## src/rtl/q_max_scheduler_pkg.sv

```systemverilog
// Shared Q-learning definitions (package q_pkg): scheduler FSM states, signed compare, default widths.
// Imported by the max scheduler and by the Q-update datapath.
package q_pkg;

  localparam int Q_DATA_WIDTH = 32;
  localparam int Q_CHANNELS   = 8;

  // Wide enough for any supported Q-value; callers sign-extend into it.
  localparam int Q_CMP_WIDTH  = 64;

  typedef enum logic [1:0] {
    S_IDLE,
    S_RUN,
    S_DRAIN,
    S_DONE
  } q_state_e;

  function automatic logic q_gt(input logic signed [Q_CMP_WIDTH-1:0] a,
                                input logic signed [Q_CMP_WIDTH-1:0] b);
    return a > b;
  endfunction

endpackage

```

## src/rtl/q_max_scheduler_if.sv

```systemverilog
// Signal bundle between the max scheduler, the Q-table RAM, the max tree and the Q-update pipeline.
// res_idx exists only when Q_MAX_ARGMAX_EN is defined.
interface q_max_scheduler_if #(
  parameter int CHANNELS    = q_pkg::Q_CHANNELS,
  parameter int DATA_WIDTH  = q_pkg::Q_DATA_WIDTH,
  parameter int NUM_CHUNKS  = 4,
  parameter int STATE_WIDTH = 8,
  parameter int ADDR_WIDTH  = STATE_WIDTH + $clog2(NUM_CHUNKS) + 1,
  parameter int IDX_WIDTH   = $clog2(CHANNELS * NUM_CHUNKS)
);

  logic                           start_valid;
  logic                           start_ready;
  logic [STATE_WIDTH-1:0]         state_idx;
  logic                           ram_rd_en;
  logic [ADDR_WIDTH-1:0]          ram_rd_addr;
  logic [DATA_WIDTH*CHANNELS-1:0] ram_rd_data;
  logic                           max_en;
  logic [DATA_WIDTH*CHANNELS-1:0] max_in_data;
  logic [DATA_WIDTH-1:0]          max_out;
  logic                           res_valid;
  logic                           res_ready;
  logic [DATA_WIDTH-1:0]          res_max;
  logic                           busy;
`ifdef Q_MAX_ARGMAX_EN
  logic [IDX_WIDTH-1:0]           res_idx;

  modport master (
    input  start_valid, state_idx, ram_rd_data, max_out, res_ready,
    output start_ready, ram_rd_en, ram_rd_addr, max_en, max_in_data,
           res_valid, res_max, busy, res_idx
  );

  modport slave (
    output start_valid, state_idx, ram_rd_data, max_out, res_ready,
    input  start_ready, ram_rd_en, ram_rd_addr, max_en, max_in_data,
           res_valid, res_max, busy, res_idx
  );
`else
  modport master (
    input  start_valid, state_idx, ram_rd_data, max_out, res_ready,
    output start_ready, ram_rd_en, ram_rd_addr, max_en, max_in_data,
           res_valid, res_max, busy
  );

  modport slave (
    output start_valid, state_idx, ram_rd_data, max_out, res_ready,
    input  start_ready, ram_rd_en, ram_rd_addr, max_en, max_in_data,
           res_valid, res_max, busy
  );
`endif

endinterface

```

## src/rtl/q_max_scheduler_lane_match.sv

```systemverilog
// q_lane_match: finds the lowest lane of a RAM word whose value equals the max-tree output.
// Used for argmax tracking when Q_MAX_ARGMAX_EN is defined.
module q_lane_match #(
  parameter int CHANNELS   = 8,
  parameter int DATA_WIDTH = 32,
  parameter int LANE_WIDTH = $clog2(CHANNELS)
) (
  input  logic [DATA_WIDTH*CHANNELS-1:0] data,
  input  logic [DATA_WIDTH-1:0]          key,
  output logic [LANE_WIDTH-1:0]          lane
);

  // NOTE: every output of an always_comb gets a default first so no path leaves it unassigned (no latch).
  always_comb begin
    lane = '0;
    // Scanning downwards lets the lowest matching lane win.
    for (int i = CHANNELS - 1; i >= 0; i--) begin
      if (data[i*DATA_WIDTH +: DATA_WIDTH] == key) begin
        lane = LANE_WIDTH'(i);
      end
    end
  end

endmodule

```

## src/rtl/q_max_scheduler.sv

```systemverilog
// q_max_scheduler: streams a state's Q-row through the external max tree chunk by chunk and returns max Q.
// Optional argmax output res_idx is built when Q_MAX_ARGMAX_EN is defined.
module q_max_scheduler
  import q_pkg::*;
#(
  parameter int CHANNELS    = Q_CHANNELS,
  parameter int DATA_WIDTH  = Q_DATA_WIDTH,
  parameter int NUM_CHUNKS  = 4,
  parameter int STATE_WIDTH = 8,
  parameter int ADDR_WIDTH  = STATE_WIDTH + $clog2(NUM_CHUNKS) + 1
) (
  input logic             clk,
  input logic             rst,
  q_max_scheduler_if.master q
);

  localparam int CNT_W = (NUM_CHUNKS > 1) ? $clog2(NUM_CHUNKS) : 1;
  localparam logic [CNT_W-1:0] LAST_CHUNK = CNT_W'(NUM_CHUNKS - 1);

  q_state_e               st;
  logic [STATE_WIDTH-1:0] state_q;
  logic [CNT_W-1:0]       chunk_q;   // chunk whose address is being issued
  logic [CNT_W-1:0]       beat_q;    // chunk whose data is on the bus when dv_q is high
  logic                   rd_en_q;
  logic                   dv_q;
  logic                   res_valid_q;
  logic [DATA_WIDTH-1:0]  acc_q;
  logic                   take;

  // First beat always loads; later beats replace only on strictly greater, so ties keep the earlier value.
  assign take = (beat_q == '0) ||
                q_gt(Q_CMP_WIDTH'($signed(q.max_out)), Q_CMP_WIDTH'($signed(acc_q)));

  assign q.start_ready = (st == S_IDLE);
  assign q.busy        = (st != S_IDLE);
  assign q.ram_rd_en   = rd_en_q;
  assign q.ram_rd_addr = ADDR_WIDTH'(state_q) * ADDR_WIDTH'(NUM_CHUNKS) + ADDR_WIDTH'(chunk_q);
  assign q.max_en      = dv_q;
  assign q.max_in_data = q.ram_rd_data;
  assign q.res_valid   = res_valid_q;
  assign q.res_max     = acc_q;

  // NOTE: sequential state uses non-blocking assignments so every register samples pre-edge values.
  always_ff @(posedge clk) begin
    if (rst) begin
      st          <= S_IDLE;
      state_q     <= '0;
      chunk_q     <= '0;
      beat_q      <= '0;
      rd_en_q     <= 1'b0;
      dv_q        <= 1'b0;
      res_valid_q <= 1'b0;
      acc_q       <= '0;
    end else begin
      dv_q <= rd_en_q;
      if (dv_q) begin
        beat_q <= beat_q + CNT_W'(1);
        if (take) acc_q <= q.max_out;
      end

      case (st)
        S_IDLE: begin
          if (q.start_valid) begin
            state_q <= q.state_idx;
            chunk_q <= '0;
            beat_q  <= '0;
            rd_en_q <= 1'b1;
            st      <= S_RUN;
          end
        end
        S_RUN: begin
          if (chunk_q == LAST_CHUNK) begin
            rd_en_q <= 1'b0;
            st      <= S_DRAIN;
          end else begin
            chunk_q <= chunk_q + CNT_W'(1);
          end
        end
        S_DRAIN: begin
          // The last data beat is folded into acc_q on this same edge.
          res_valid_q <= 1'b1;
          st          <= S_DONE;
        end
        S_DONE: begin
          if (q.res_ready) begin
            res_valid_q <= 1'b0;
            st          <= S_IDLE;
          end
        end
        default: st <= S_IDLE;
      endcase
    end
  end

`ifdef Q_MAX_ARGMAX_EN
  localparam int IDX_W  = $clog2(CHANNELS * NUM_CHUNKS);
  localparam int LANE_W = $clog2(CHANNELS);

  logic [LANE_W-1:0] lane;
  logic [IDX_W-1:0]  cand;
  logic [IDX_W-1:0]  idx_q;

  q_lane_match #(
    .CHANNELS   (CHANNELS),
    .DATA_WIDTH (DATA_WIDTH)
  ) u_lane_match (
    .data (q.ram_rd_data),
    .key  (q.max_out),
    .lane (lane)
  );

  assign cand      = IDX_W'(beat_q) * IDX_W'(CHANNELS) + IDX_W'(lane);
  assign q.res_idx = idx_q;

  always_ff @(posedge clk) begin
    if (rst) begin
      idx_q <= '0;
    end else if (dv_q && take) begin
      idx_q <= cand;
    end
  end
`endif

endmodule

```

## src/flat_wrapper.sv

```systemverilog
// flat-port wrapper written by rule: the top's interface ports become plain ports
module q_max_scheduler_flat import q_pkg::*;
#(
  parameter int CHANNELS    = Q_CHANNELS,
  parameter int DATA_WIDTH  = Q_DATA_WIDTH,
  parameter int NUM_CHUNKS  = 4,
  parameter int STATE_WIDTH = 8,
  parameter int ADDR_WIDTH  = STATE_WIDTH + $clog2(NUM_CHUNKS) + 1
)
  (clk, rst, q_start_valid, q_state_idx, q_ram_rd_data, q_max_out, q_res_ready, q_start_ready, q_ram_rd_en, q_ram_rd_addr, q_max_en, q_max_in_data, q_res_valid, q_res_max, q_busy);
  q_max_scheduler_if #(.CHANNELS(CHANNELS), .DATA_WIDTH(DATA_WIDTH), .NUM_CHUNKS(NUM_CHUNKS), .STATE_WIDTH(STATE_WIDTH), .ADDR_WIDTH(ADDR_WIDTH)) q_i ();
  input logic clk;
  input logic rst;
  input wire logic [$bits(q_i.start_valid)-1:0] q_start_valid;
  input wire logic [$bits(q_i.state_idx)-1:0] q_state_idx;
  input wire logic [$bits(q_i.ram_rd_data)-1:0] q_ram_rd_data;
  input wire logic [$bits(q_i.max_out)-1:0] q_max_out;
  input wire logic [$bits(q_i.res_ready)-1:0] q_res_ready;
  output wire logic [$bits(q_i.start_ready)-1:0] q_start_ready;
  output wire logic [$bits(q_i.ram_rd_en)-1:0] q_ram_rd_en;
  output wire logic [$bits(q_i.ram_rd_addr)-1:0] q_ram_rd_addr;
  output wire logic [$bits(q_i.max_en)-1:0] q_max_en;
  output wire logic [$bits(q_i.max_in_data)-1:0] q_max_in_data;
  output wire logic [$bits(q_i.res_valid)-1:0] q_res_valid;
  output wire logic [$bits(q_i.res_max)-1:0] q_res_max;
  output wire logic [$bits(q_i.busy)-1:0] q_busy;
  assign q_i.start_valid = q_start_valid;
  assign q_i.state_idx = q_state_idx;
  assign q_i.ram_rd_data = q_ram_rd_data;
  assign q_i.max_out = q_max_out;
  assign q_i.res_ready = q_res_ready;
  assign q_start_ready = q_i.start_ready;
  assign q_ram_rd_en = q_i.ram_rd_en;
  assign q_ram_rd_addr = q_i.ram_rd_addr;
  assign q_max_en = q_i.max_en;
  assign q_max_in_data = q_i.max_in_data;
  assign q_res_valid = q_i.res_valid;
  assign q_res_max = q_i.res_max;
  assign q_busy = q_i.busy;
  q_max_scheduler #(.CHANNELS(CHANNELS), .DATA_WIDTH(DATA_WIDTH), .NUM_CHUNKS(NUM_CHUNKS), .STATE_WIDTH(STATE_WIDTH), .ADDR_WIDTH(ADDR_WIDTH)) u_core (.clk(clk), .rst(rst), .q(q_i));
endmodule
```

## config.mk

```make
export PLATFORM = sky130hd
export DESIGN_NAME = q_max_scheduler_flat
export DESIGN_NICKNAME = d
export VERILOG_FILES = /design/src/rtl/q_max_scheduler_pkg.sv /design/src/rtl/q_max_scheduler_if.sv /design/src/rtl/q_max_scheduler_lane_match.sv /design/src/rtl/q_max_scheduler.sv /design/src/flat_wrapper.sv
export SDC_FILE = /design/constraint.sdc
export NUM_CORES = 1
export LEC_CHECK = 0
export ABC_AREA = 1
export CAP_MARGIN = 20
export CORE_AREA = 2 2 233 235
export DETAILED_ROUTE_END_ITERATION = 7
export DIE_AREA = 0 0 235 237
export GPL_TIMING_DRIVEN = 0
export HOLD_SLACK_MARGIN = 0.06
export PLACE_DENSITY = 0.36
export SKIP_LAST_GASP = 1
export SYNTH_ARGS = -nofsm -noshare
export SYNTH_HDL_FRONTEND = slang
export SYNTH_SLANG_ARGS = --single-unit
```

## constraint.sdc

```tcl
create_clock -name clk -period 4.35 [get_ports clk]
set_input_delay 0.87 -clock clk [delete_from_list [all_inputs] [get_ports clk]]
set_output_delay 0.87 -clock clk [all_outputs]
set_load 0.005 [all_outputs]
```

* Word-level counts from Yosys, hierarchy flattened
Index checks and enable logic that the tools add are counted.
** Operators by class
- Add/subtract/negate cells :: 3
- Multiply operators :: 0
- Divide/modulo/power cells :: 0
- Order comparisons :: 1
- Equal/unequal tests :: 8
- Shift-type cells :: 0
- Muxes and demuxes :: 15
- Bitwise operators :: 0
- Reduce and logical (&&, ||, !) cells :: 12
** Operator list (count)
- 32-bit greater-than comparator :: 1
- 2-bit two-way mux :: 8
- 10-bit by 2-bit adder with 11-bit output :: 1
- 3-bit AND reduction :: 3
- 2-bit case mux with 4 select lines :: 1
- 2-bit equality test, second input constant :: 3
- 2-bit inequality test, second input constant :: 3
- 2-bit AND reduction :: 3
- 2-bit nonzero test :: 3
- 2-bit by 1-bit adder with 2-bit output, second input constant :: 2
- 2-bit logical NOT :: 2
- 1-bit case mux with 2 select lines :: 2
- 2-bit case mux with 2 select lines :: 1
- 1-bit two-way mux :: 3
- 2-bit by 1-bit equality test with 1-bit output, second input constant :: 1
- 2-bit by 1-bit inequality test with 1-bit output, second input constant :: 1
- 1-bit logical OR :: 1
** Storage, ports and cells
- Bits in registers :: 49
- Latch bits :: 0
- Memory bits (writable) :: 0
- Memory bits (read-only) :: 0
- Input bits :: 300
- Output and inout bits :: 304
- Memories :: 0

* Logic depth before layout (Yosys ltp)
Gate-level depths: netlist (run 1).
- Depth after elaboration :: 4
- Depth in mapped cells :: 21
- Gate-level depth less buffers :: 20

* Worst setup path after synthesis (run 1)
Ideal clock, no wire load.
- Path kind :: input to register
- From :: input q_max_out[31]
- To :: register u_core.acc_q[23] (netlist: u_core.q.res_max[23])
- Setup time :: 0.115 ns
- Arrival time :: 2.242 ns
- Setup slack :: 1.993 ns
- Stages :: 13
- Buffers on the path :: 1
- Cell sequence :: ha_1 > a21oi_1 > o21a_1 > nand2_1 > a21oi_1 > nand2_1 > nand2_1 > nand2_1 > nand2_2 > nand2_4 > buf_6 > a21oi_1 > nor2_1
** On the way
- Cells in the longest elaborated chain, start to end :: 3
** RTL lines
- start: declaration :: RTL line flat_wrapper.sv:17 : input wire logic [$bits(q_i.max_out)-1:0] q_max_out;
- 32-bit greater-than comparator :: RTL line q_max_scheduler_pkg.sv:20 : return a > b;
- 1-bit logical OR :: RTL line q_max_scheduler.sv:31 : assign take = (beat_q == '0) ||
- 2-bit AND reduction (no line)
- end signal: assignment :: RTL line q_max_scheduler.sv:58 : if (take) acc_q <= q.max_out;
- end: declaration :: RTL line q_max_scheduler.sv:27 : logic [DATA_WIDTH-1:0] acc_q;
Every way passes these cells.
A chain may end at the register's enable or synchronous reset.

* Final worst setup path (run 1)
- From :: input q_max_out[23]
- To :: register u_core.acc_q[1] (netlist: u_core.q.res_max[1])
Same word-level chain as after synthesis.

==> flow_metrics.py, run 1 <==
metrics = {
    "synth": {
        "synth_fa_ha_area_frac": 0.0955,
        "yosys.area_share.xor_xnor": 0.00176,
        "ys_ff_latch": 49,
        "async_flop_share": 0,
        "ys.warnings.count": 0,
        "synth.area.mux_share": 0.00201,
        "netlist_instances": 700,
        "yosysMostFrequentCell": "buf_4",
        "ys_seq_area_frac": 0.197,
        "synth_common_cells": "buf_4 (258), inv_1 (82), nand2_1 (73)",
        "synth.area.top_cells": "buf_4 (39%), dfxtp_1 (20%), ha_1 (9.5%), inv_1 (6.2%), nand2_1 (5.5%)",
        "avgSynthCellArea_um2": 7.11,
        "synth_edf_count": 0,
        "yosysTopAreaCellShare": 0.389,
        "yosys.area.top_type": "buf_4",
        "ys_types": 30,
        "synth_top_family_by_area": "buffers and inverters",
        "synth_compound_area_frac": 0.0751,
        "syn-num-nets": 1038,
        "synth-main-ff-cell": "dfxtp_1",
        "synth_area_um2": 4980,
        "synth-simple-area-share": 0.153,
    },
    "power": {
        "powerDensity_nw_per_um2": 250,
        "ir_drop_uv": 144,
        "p_leak_nw": 4.12,
    },
    "worst_setup_path": {
        "r2r_cells": 16,
        "cp.arrival_ns": 3.31,
        "path_class": "input pin to flop",
        "end_kind": "flop",
        "required_ns": 4.56,
        "startpoint_type": "input pin",
        "cp_max_fo": 10,
    },
    "cts": {
        "cts.reportedPaths.clkPinSlew_ns": 0.08,
        "root_buffer": "clkbuf_16",
        "post_cts_resized": 0,
        "cts_buffers": 5,
        "ctsHoldBuffers": 0,
        "cts.sinks": 49,
        "cts_tree": "yes",
        "h-tree-depth": 2,
        "clockBufferDepth": 2,
        "worstSkewPairLatency_ns": 0.31,
        "postCtsSetupBuffers": 0,
    },
    "routing": {
        "drtPass1Iterations": 4,
        "vias_per_cell": 2.95,
        "drt_iter0_markers": 87,
        "wirelength_um": 27000,
        "wl_per_cell_um": 15.4,
        "vias": 5165,
        "antenna_left": 0,
        "drcViolationCount": 0,
    },
    "global_route": {
        "grtUsageMet2": 0.171,
        "grt_pass1_wl_um": 36400,
        "grt_max_degree": 16,
        "grt_busiest_layer": "met2",
        "met3_usage": 0.0325,
        "antenna_found_initial": 11,
        "grtUsageTotal": 0.0902,
        "grt-ovfl-total": 0,
        "grt_pass1_vias": 5096,
        "grt_use_met1": 0.0957,
    },
    "timing": {
        "fin_crit_sh": 0.713,
        "rsz0062_at_grt": "no",
        "fin_setup_tns_ns": 0,
        "whs_ns": 0.436,
        "slew_violations": 0,
        "fmax_mhz": 322,
        "clock_skew_ns": 0.0113,
        "fin_crit_ns": 3.10,
        "setup_viol": 0,
        "hold_viol_final": 0,
        "worst_pin_slew_ns": 0.679,
        "slew_headroom": 0.547,
    },
    "outcome": {
        "status": "complete, no violations",
    },
    "cells_and_area": {
        "final_nets": 1391,
        "syn_to_final_growth_pct": 89.9,
        "drive_above_1_share": 0.270,
        "antenna_cells": 0,
    },
    "floorplan": {
        "io_pins": 604,
        "core_um2": 53300,
        "die_width_um": 235,
        "die_height_um": 237,
        "fp-row-count": 85,
        "die_area_um2": 55700,
        "start_util": 0.0935,
    },
    "placement": {
        "dp_hpwl_um": 23700,
        "portBuffers": 346,
        "routabilityCongestion": 0.740,
    },
    "worst_hold_path": {
        "holdPathStages": 2,
        "hold_path_class": "flop to flop",
    },
    "run": {
        "maxCapViolCount": 0,
    },
}
path summary, 6_finish.rpt:
path / start / end / slack (ns)
max: q_max_out[23] / u_core.q.res_max[1]$_SDFFE_PP0P_ / 1.25
min: u_core.q.ram_rd_en$_SDFFE_PP0P_ / u_core.q.max_en$_SDFF_PP0_ / 0.44
max reg2reg: u_core.q.res_max[23]$_SDFFE_PP0P_ / u_core.q.res_max[1]$_SDFFE_PP0P_ / 1.82
min reg2reg: u_core.q.ram_rd_en$_SDFFE_PP0P_ / u_core.q.max_en$_SDFF_PP0_ / 0.44
routing by layer:
| metal | vias to the layer above | routed length (µm) |
|---|---|---|
| met3 | 35 | 2100 |
| li1 | 2612 | - |
| met2 | 250 | 14500 |
| met4 | 16 | 319 |
| met1 | 2252 | 10000 |
| met5 | - | 90 |
cell usage in the layout (no fill, tap or decap), types with 3 or more instances in the layout:
master             n
a21oi_1           44
a21oi_2            4
buf_2              3
buf_4            258
buf_6              6
clkbuf_1           8
clkbuf_16          5
clkdlybuf4s50_1  346
dfxtp_1           49
ha_1              38
inv_1             82
nand2_1           73
nand3_1           36
nand4_1            3
nor2_1            63
o21ai_0           13
cell families after synthesis:
kind of cell / after synthesis
multiplexers: 1
buffers and inverters: 359
flip-flops: 49
XOR/XNOR: 1
adder cells (fa/ha/maj): 38
AND/OR/NAND/NOR: 183
other: 1
AO/OA/AOI/OAI: 68
layout make-up:
type,count,area (µm²)
clock buffer,5,125
sequential,49,981
inverter,84,315
multi-input combinational,292,1630
timing repair buffer,346,3460
tap,696,871
clock inverter,2,16.3
fill,5947,43800
buffer,275,2050
worst max-delay path: stages:
cell and delay [ns]:
clkdlybuf4s50_1 0.45, ha_1 0.31, nand2_1 0.08, nor2_1 0.27, nand4_1 0.23, nor2_2 0.15, nand2_1 0.10, nand2_1 0.06
nand2_1 0.05, nand2_1 0.07, nand2_2 0.06, nand2_4 0.16, buf_6 0.20, nand3_1 0.09, nand2_1 0.09, nor2_1 0.04
state kept, by name, summed over array words and instances (netlist names):
signal              cells
u_core.q.ram_rd_en      1
u_core.st               2
u_core.q.res_max       32
u_core.chunk_q          2
u_core.q.res_valid      1
u_core.state_q          8
u_core.q.max_en         1
u_core.beat_q           2
through the flow:
stage               std cells  total power [W]  setup slack [ns]  area, µm²   util
global placement         1742          0.00198             0.780       9310  0.175
CTS                      1749          0.00245              1.10       9460  0.177
detailed placement       1742          0.00198             0.776       9310  0.175
floorplan                 700          0.00126              1.99       4980      -
finish                   1749          0.00236              1.25       9460  0.177
global route             1749          0.00257             0.964       9460  0.177
power by group:
part / total, W / switching (W) / leakage [nW] / internal, W
logic: 0.00130 / 0.000549 / 3.65 / 0.000756
clock network: 0.000431 / 0.000219 / 0.0659 / 0.000213
registers: 0.000629 / 0.0000785 / 0.401 / 0.000550
total: 0.00236 / 0.000846 / 4.12 / 0.00152
(Power assumes the default switching activity.)
==> inputs of run 2 (changes only) <==
--- a/config.mk
+++ b/config.mk
@@ -7,9 +7,9 @@
 export LEC_CHECK = 0
 export ABC_AREA = 1
 export CAP_MARGIN = 20
-export CORE_AREA = 2 2 233 235
+export CORE_AREA = 2 2 235 237
 export DETAILED_ROUTE_END_ITERATION = 7
-export DIE_AREA = 0 0 235 237
+export DIE_AREA = 0 0 237 239
 export GPL_TIMING_DRIVEN = 0
 export HOLD_SLACK_MARGIN = 0.06
 export PLACE_DENSITY = 0.36
==> constraint.sdc (replaced) <==
create_clock -name clk -period 2.96 [get_ports clk]
set_input_delay 0.592 -clock clk [delete_from_list [all_inputs] [get_ports clk]]
set_output_delay 0.592 -clock clk [all_outputs]
set_load 0.005 [all_outputs]
==> flow_metrics.py, run 2 (synthesis results as in run 1) <==
metrics = {
    "outcome": {
        "status": "complete, no violations",
    },
    "cells_and_area": {
        "utilization": 0.175,
        "largest_register_ff_count": 32,
        "layout_common_cells": "clkdlybuf4s50_1 (346), buf_4 (258), inv_1 (82)",
        "fillCellCount": 6112,
        "drive_above_1_share": 0.271,
        "postLayoutCellArea_um2": 9490,
        "syn_to_final_growth_pct": 90.6,
        "final_common_cell": "clkdlybuf4s50_1",
        "final_nets": 1391,
    },
    "timing": {
        "setup_ws_ns": 0.291,
        "rsz0062_at_grt": "no",
        "fmax_mhz": 375,
        "fin_crit_ns": 2.67,
        "clock_skew_ns": 0.0130,
        "fin_crit_sh": 0.902,
        "setup_viol": 0,
        "fin_setup_tns_ns": 0,
        "slew_violations": 0,
        "hold_viol_final": 0,
        "slew_headroom": 0.541,
        "worst_pin_slew_ns": 0.689,
    },
    "worst_setup_path": {
        "crit_top_cell": "nand2_1",
        "cp.arrival_ns": 2.88,
        "crit_path_max_incr_delay_ns": 0.45,
        "cp_max_fo": 10,
        "path_class": "input pin to flop",
        "startpoint_type": "input pin",
        "end_kind": "flop",
        "required_ns": 3.17,
        "slowest_stage": "clkdlybuf4s50_1",
        "crit_chain": "clkdlybuf4s50_1, ha_1, nand2_1, nor2_4, nand4_1, nor2_2, nand2_1, nand2_1, nand2_1, nand2_1, nand2_2, nand2_4, buf_6, nand3_1, nand2_1, nor2_1",
    },
    "floorplan": {
        "start_util": 0.0916,
        "die_width_um": 237,
        "die_height_um": 239,
        "die_area_um2": 56600,
        "io_pins": 604,
        "fp-row-count": 86,
        "core_um2": 54300,
    },
    "routing": {
        "antenna_left": 0,
        "drtPass1Iterations": 4,
        "wl_per_cell_um": 13.5,
        "drcViolationCount": 0,
        "vias_per_cell": 2.97,
        "vias": 5230,
        "wirelength_um": 23700,
        "drt_iter0_markers": 91,
    },
    "global_route": {
        "grtUsageTotal": 0.0761,
        "grt_max_degree": 19,
        "antenna_found_initial": 8,
        "grt_pass1_vias": 5054,
        "grt_pass1_wl_um": 31700,
        "grt-ovfl-total": 0,
    },
    "cts": {
        "worstSkewPairLatency_ns": 0.32,
        "clockBufferDepth": 2,
        "root_buffer": "clkbuf_16",
        "cts.reportedPaths.clkPinSlew_ns": 0.09,
        "ctsHoldBuffers": 0,
        "cts_buffers": 5,
        "cts.sinks": 49,
        "postCtsSetupBuffers": 0,
        "h-tree-depth": 2,
        "cts_tree": "yes",
    },
    "placement": {
        "placed_area_um2": 9320,
        "routabilityCongestion": 0.696,
        "dp_hpwl_um": 20500,
        "dpl_worst_slack_ns": -0.342,
        "portBuffers": 346,
    },
    "power": {
        "p_leak_nw": 4.13,
        "powerDensity_nw_per_um2": 370,
        "ir_drop_uv": 209,
        "power.total_w": 0.00351,
    },
    "run": {
        "maxCapViolCount": 0,
    },
    "worst_hold_path": {
        "hold_path_class": "flop to flop",
    },
}
[run 2: cell types whose count changed in the layout (fill, tap and decap cells not counted), sizes merged]
cell | before | now
clkinvlp | 1 | 0
diode | 0 | 3
inv | 82 | 84
[run 2: final cells by class]
class | count | area (µm²) | area share
inverters | 84 | 315 | 0.0332
diodes | 3 | 7.51 | 0.000791
plain buffers | 275 | 2050 | 0.216
flip-flops and latches | 49 | 981 | 0.103
multi-input cells | 292 | 1640 | 0.173
clock inverters | 3 | 28.8 | 0.00303
repair buffers | 346 | 3460 | 0.365
clock buffers | 5 | 125 | 0.0132
well taps | 704 | 881 | 0.0928
[run 2: timing repair]
item                       CTS  global route
pin swaps                    1             1
gates resized for setup      1             2
setup endpoints to repair    7            15
[run 2: metrics by stage]
step | instances | hold WS [ns]
after CTS | 1758 | 0.457
after global placement | 1750 | 0.432
after global routing | 1761 | 0.477
after detailed placement | 1750 | 0.434
final | 1761 | 0.457
after floorplan | 700 | 0.428
[run 2: routing by layer]
layer,track usage,routed length [µm],vias to the layer above
met3,0.0266,2070,39
met2,0.140,12200,271
met5,0,60,-
met1,0.0769,8450,2290
met4,0.0359,897,10
li1,-,-,2620
[run 2: power by group]
part / internal, W / switching (W)
Clock: 0.000327 / 0.000349
Sequential: 0.000809 / 0.000113
Combinational: 0.00111 / 0.000801
[run 2: worst max-delay path, delay by kind of cell]
kind / cells / cell delay [ns]
adder cells (fa/ha/maj): 1 / 0.31
buffers and inverters: 2 / 0.65
AND/OR/NAND/NOR: 13 / 1.31
[run 2: final timing paths]
| check | start | endpoint | slack, ns | depth (start not counted) |
|---|---|---|---|---|
| worst min register to register | u_core.q.ram_rd_en$_SDFFE_PP0P_ | u_core.q.max_en$_SDFF_PP0_ | 0.46 | 2 |
| worst max-delay path | q_max_out[23] | u_core.q.res_max[25]$_SDFFE_PP0P_ | 0.29 | 16 |
| worst min-delay path | u_core.q.ram_rd_en$_SDFFE_PP0P_ | u_core.q.max_en$_SDFF_PP0_ | 0.46 | 2 |
| worst max register to register | u_core.q.res_max[23]$_SDFFE_PP0P_ | u_core.q.res_max[25]$_SDFFE_PP0P_ | 0.59 | 16 |
==> inputs of run 3 (changes only) <==
--- a/config.mk
+++ b/config.mk
@@ -5,11 +5,10 @@
 export SDC_FILE = /design/constraint.sdc
 export NUM_CORES = 1
 export LEC_CHECK = 0
-export ABC_AREA = 1
 export CAP_MARGIN = 20
-export CORE_AREA = 2 2 235 237
+export CORE_AREA = 2 2 234 236
 export DETAILED_ROUTE_END_ITERATION = 7
-export DIE_AREA = 0 0 237 239
+export DIE_AREA = 0 0 236 238
 export GPL_TIMING_DRIVEN = 0
 export HOLD_SLACK_MARGIN = 0.06
 export PLACE_DENSITY = 0.36
==> flow_metrics.py, run 3 <==
metrics = {
    "global_route": {
        "grtUsageTotal": 0.0741,
        "grt_max_degree": 16,
        "antenna_found_initial": 7,
        "grt_pass1_vias": 4958,
        "grt-ovfl-total": 0,
        "grt_pass1_wl_um": 30700,
    },
    "cts": {
        "cts.reportedPaths.clkPinSlew_ns": 0.09,
        "cts_buffers": 5,
        "root_buffer": "clkbuf_16",
        "cts_tree": "yes",
        "cts.sinks": 49,
        "worstSkewPairLatency_ns": 0.34,
        "h-tree-depth": 2,
        "clockBufferDepth": 2,
    },
    "routing": {
        "vias_per_cell": 2.91,
        "vias": 4834,
        "wl_per_cell_um": 13.3,
        "drtPass1Iterations": 4,
        "wirelength_um": 22200,
        "antenna_left": 0,
        "drt_iter0_markers": 78,
        "drcViolationCount": 0,
    },
    "cells_and_area": {
        "final_common_cell": "clkdlybuf4s50_1",
        "utilization": 0.183,
        "antenna_cells": 0,
        "multiInputGateArea_um2": 1970,
        "fillCellCount": 5938,
        "final_nets": 1305,
        "drive_above_1_share": 0.318,
        "layout_common_cells": "clkdlybuf4s50_1 (329), buf_4 (265), nand2b_1 (64)",
        "syn_to_final_growth_pct": 98.8,
        "ff_latch_area_um2": 983,
        "largest_register_ff_count": 32,
        "postLayoutCellArea_um2": 9820,
    },
    "synth": {
        "ys.warnings.count": 0,
        "ys_types": 37,
        "synth-main-ff-cell": "dfxtp_1",
        "async_flop_share": 0,
        "ys_seq_area_frac": 0.199,
        "yosysMostFrequentCell": "buf_4",
        "yosys.area.top_type": "buf_4",
        "netlist_instances": 600,
        "yosysTopAreaCellShare": 0.391,
        "avgSynthCellArea_um2": 8.23,
        "synth.area.top_cells": "buf_4 (39%), dfxtp_1 (20%), ha_1 (9.6%), nand2b_1 (8.1%), mux2i_1 (6.9%)",
        "synth_edf_count": 0,
        "syn-num-nets": 938,
        "synth_common_cells": "buf_4 (257), nand2b_1 (64), dfxtp_1 (49)",
        "ys_ff_latch": 49,
        "synth_area_um2": 4940,
    },
    "worst_setup_path": {
        "required_ns": 3.23,
        "ff2ff_setup_slack_ns": 0.14,
        "startpoint_type": "input pin",
        "cp.arrival_ns": 3.13,
        "cp_max_fo": 5,
        "end_kind": "flop",
        "path_class": "input pin to flop",
    },
    "floorplan": {
        "die_area_um2": 56200,
        "die_width_um": 236,
        "start_util": 0.0923,
        "io_pins": 604,
        "fp-row-count": 85,
        "core_um2": 53500,
        "die_height_um": 238,
    },
    "placement": {
        "routabilityCongestion": 0.697,
        "dp_hpwl_um": 18800,
        "placed_area_um2": 9260,
        "portBuffers": 345,
        "dpl_worst_slack_ns": -1.06,
    },
    "timing": {
        "fin_setup_tns_ns": 0,
        "fmax_mhz": 349,
        "setup_viol": 0,
        "slew_headroom": 0.556,
        "clock_skew_ns": 0.0167,
        "fin_crit_sh": 0.967,
        "slew_violations": 0,
        "fin_crit_ns": 2.86,
        "setup_ws_ns": 0.0979,
        "worst_pin_slew_ns": 0.666,
        "hold_viol_final": 0,
    },
    "outcome": {
        "status": "complete, no violations",
    },
    "power": {
        "pwr-share-comb": 0.563,
        "p_int_w": 0.00258,
        "seqPwrFrac": 0.237,
        "ir_drop_uv": 247,
        "p_sw_frac": 0.339,
        "powerDensity_nw_per_um2": 397,
        "p_sw_w": 0.00132,
        "pwr-share-clk": 0.200,
        "p_leak_nw": 4.21,
    },
    "worst_hold_path": {
        "hold_path_class": "flop to flop",
    },
    "run": {
        "maxCapViolCount": 0,
    },
}
==> run 3: per-stage QoR <==
step	instances	power (W)	hold WS, ns
3_3_place_gp	1641	0.00294	0.450
4_1_cts	1662	0.00401	0.466
3_5_place_dp	1641	0.00294	0.450
6_report	1664	0.00390	0.462
2_1_floorplan	600	0.00190	0.453
5_1_grt	1664	0.00422	0.493
==> run 3: worst max-delay path: stages <==
cell           delay [ns]
dlygate4sd2_1        0.27
ha_4                 0.28
and2_4               0.13
nand4_1              0.10
buf_6                0.15
or3_4                0.41
o21a_1               0.19
a32o_2               0.26
a31oi_4              0.17
buf_8                0.15
buf_12               0.11
buf_12               0.12
mux2i_1              0.18
==> run 3: cells by family after synthesis <==
family,share of synthesized area
and+or+nand+nor,0.131
DFF,0.199
xor gates and xnor gates,0.00177
other,0.000759
muxes,0.0712
AOI/OAI and AO/OA,0.0623
adders and majority gates,0.0963
buffers and inverters,0.438
==> run 3: what timing repair did <==
action                                  in CTS  in global routing
pin swaps                                    9                 17
resized for setup                           28                 28
buffers inserted                            11                  2
hold endpoints to repair                     0                  0
endpoints found under the setup margin      32                 32
gates cloned                                 2                  0
hold buffers                                 0                  0
==> run 3: routing by layer <==
layer  GRT usage  part of all wire
met1      0.0782              0.36
met3      0.0282             0.086
met5           0            0.0012
met4      0.0191             0.011
met2       0.137              0.54
==> run 3: power groups by stage <==
stage	Sequential (W)	Clock [W]	Combinational [W]
after floorplan	0.000924	0	0.000975
after global placement	0.000940	0	0.00200
after detailed placement	0.000942	0	0.00200
after CTS	0.000928	0.000846	0.00223
after global routing	0.000951	0.000848	0.00242
final	0.000924	0.000778	0.00220
==> run 3: final timing paths <==
| path | from | end | depth (start not counted) |
|---|---|---|---|
| worst max-delay path | q_max_out[11] | u_core.q.res_max[1]$_SDFFE_PP0P_ | 13 |
| worst min-delay path | u_core.state_q[0]$_SDFFE_PP0P_ | u_core.state_q[0]$_SDFFE_PP0P_ | 2 |
| worst max register to register | u_core.q.res_max[13]$_SDFFE_PP0P_ | u_core.q.res_max[1]$_SDFFE_PP0P_ | 13 |
| worst min register to register | u_core.state_q[0]$_SDFFE_PP0P_ | u_core.state_q[0]$_SDFFE_PP0P_ | 2 |
==> run 3: cell type report <==
class	instances	area share
plain buffers	270	0.206
clock buffers	6	0.0141
clock inverters	2	0.00382
inverters	40	0.0153
multi-input cells	241	0.201
flip-flops and latches	49	0.100
well taps	696	0.0887
repair buffers	360	0.371
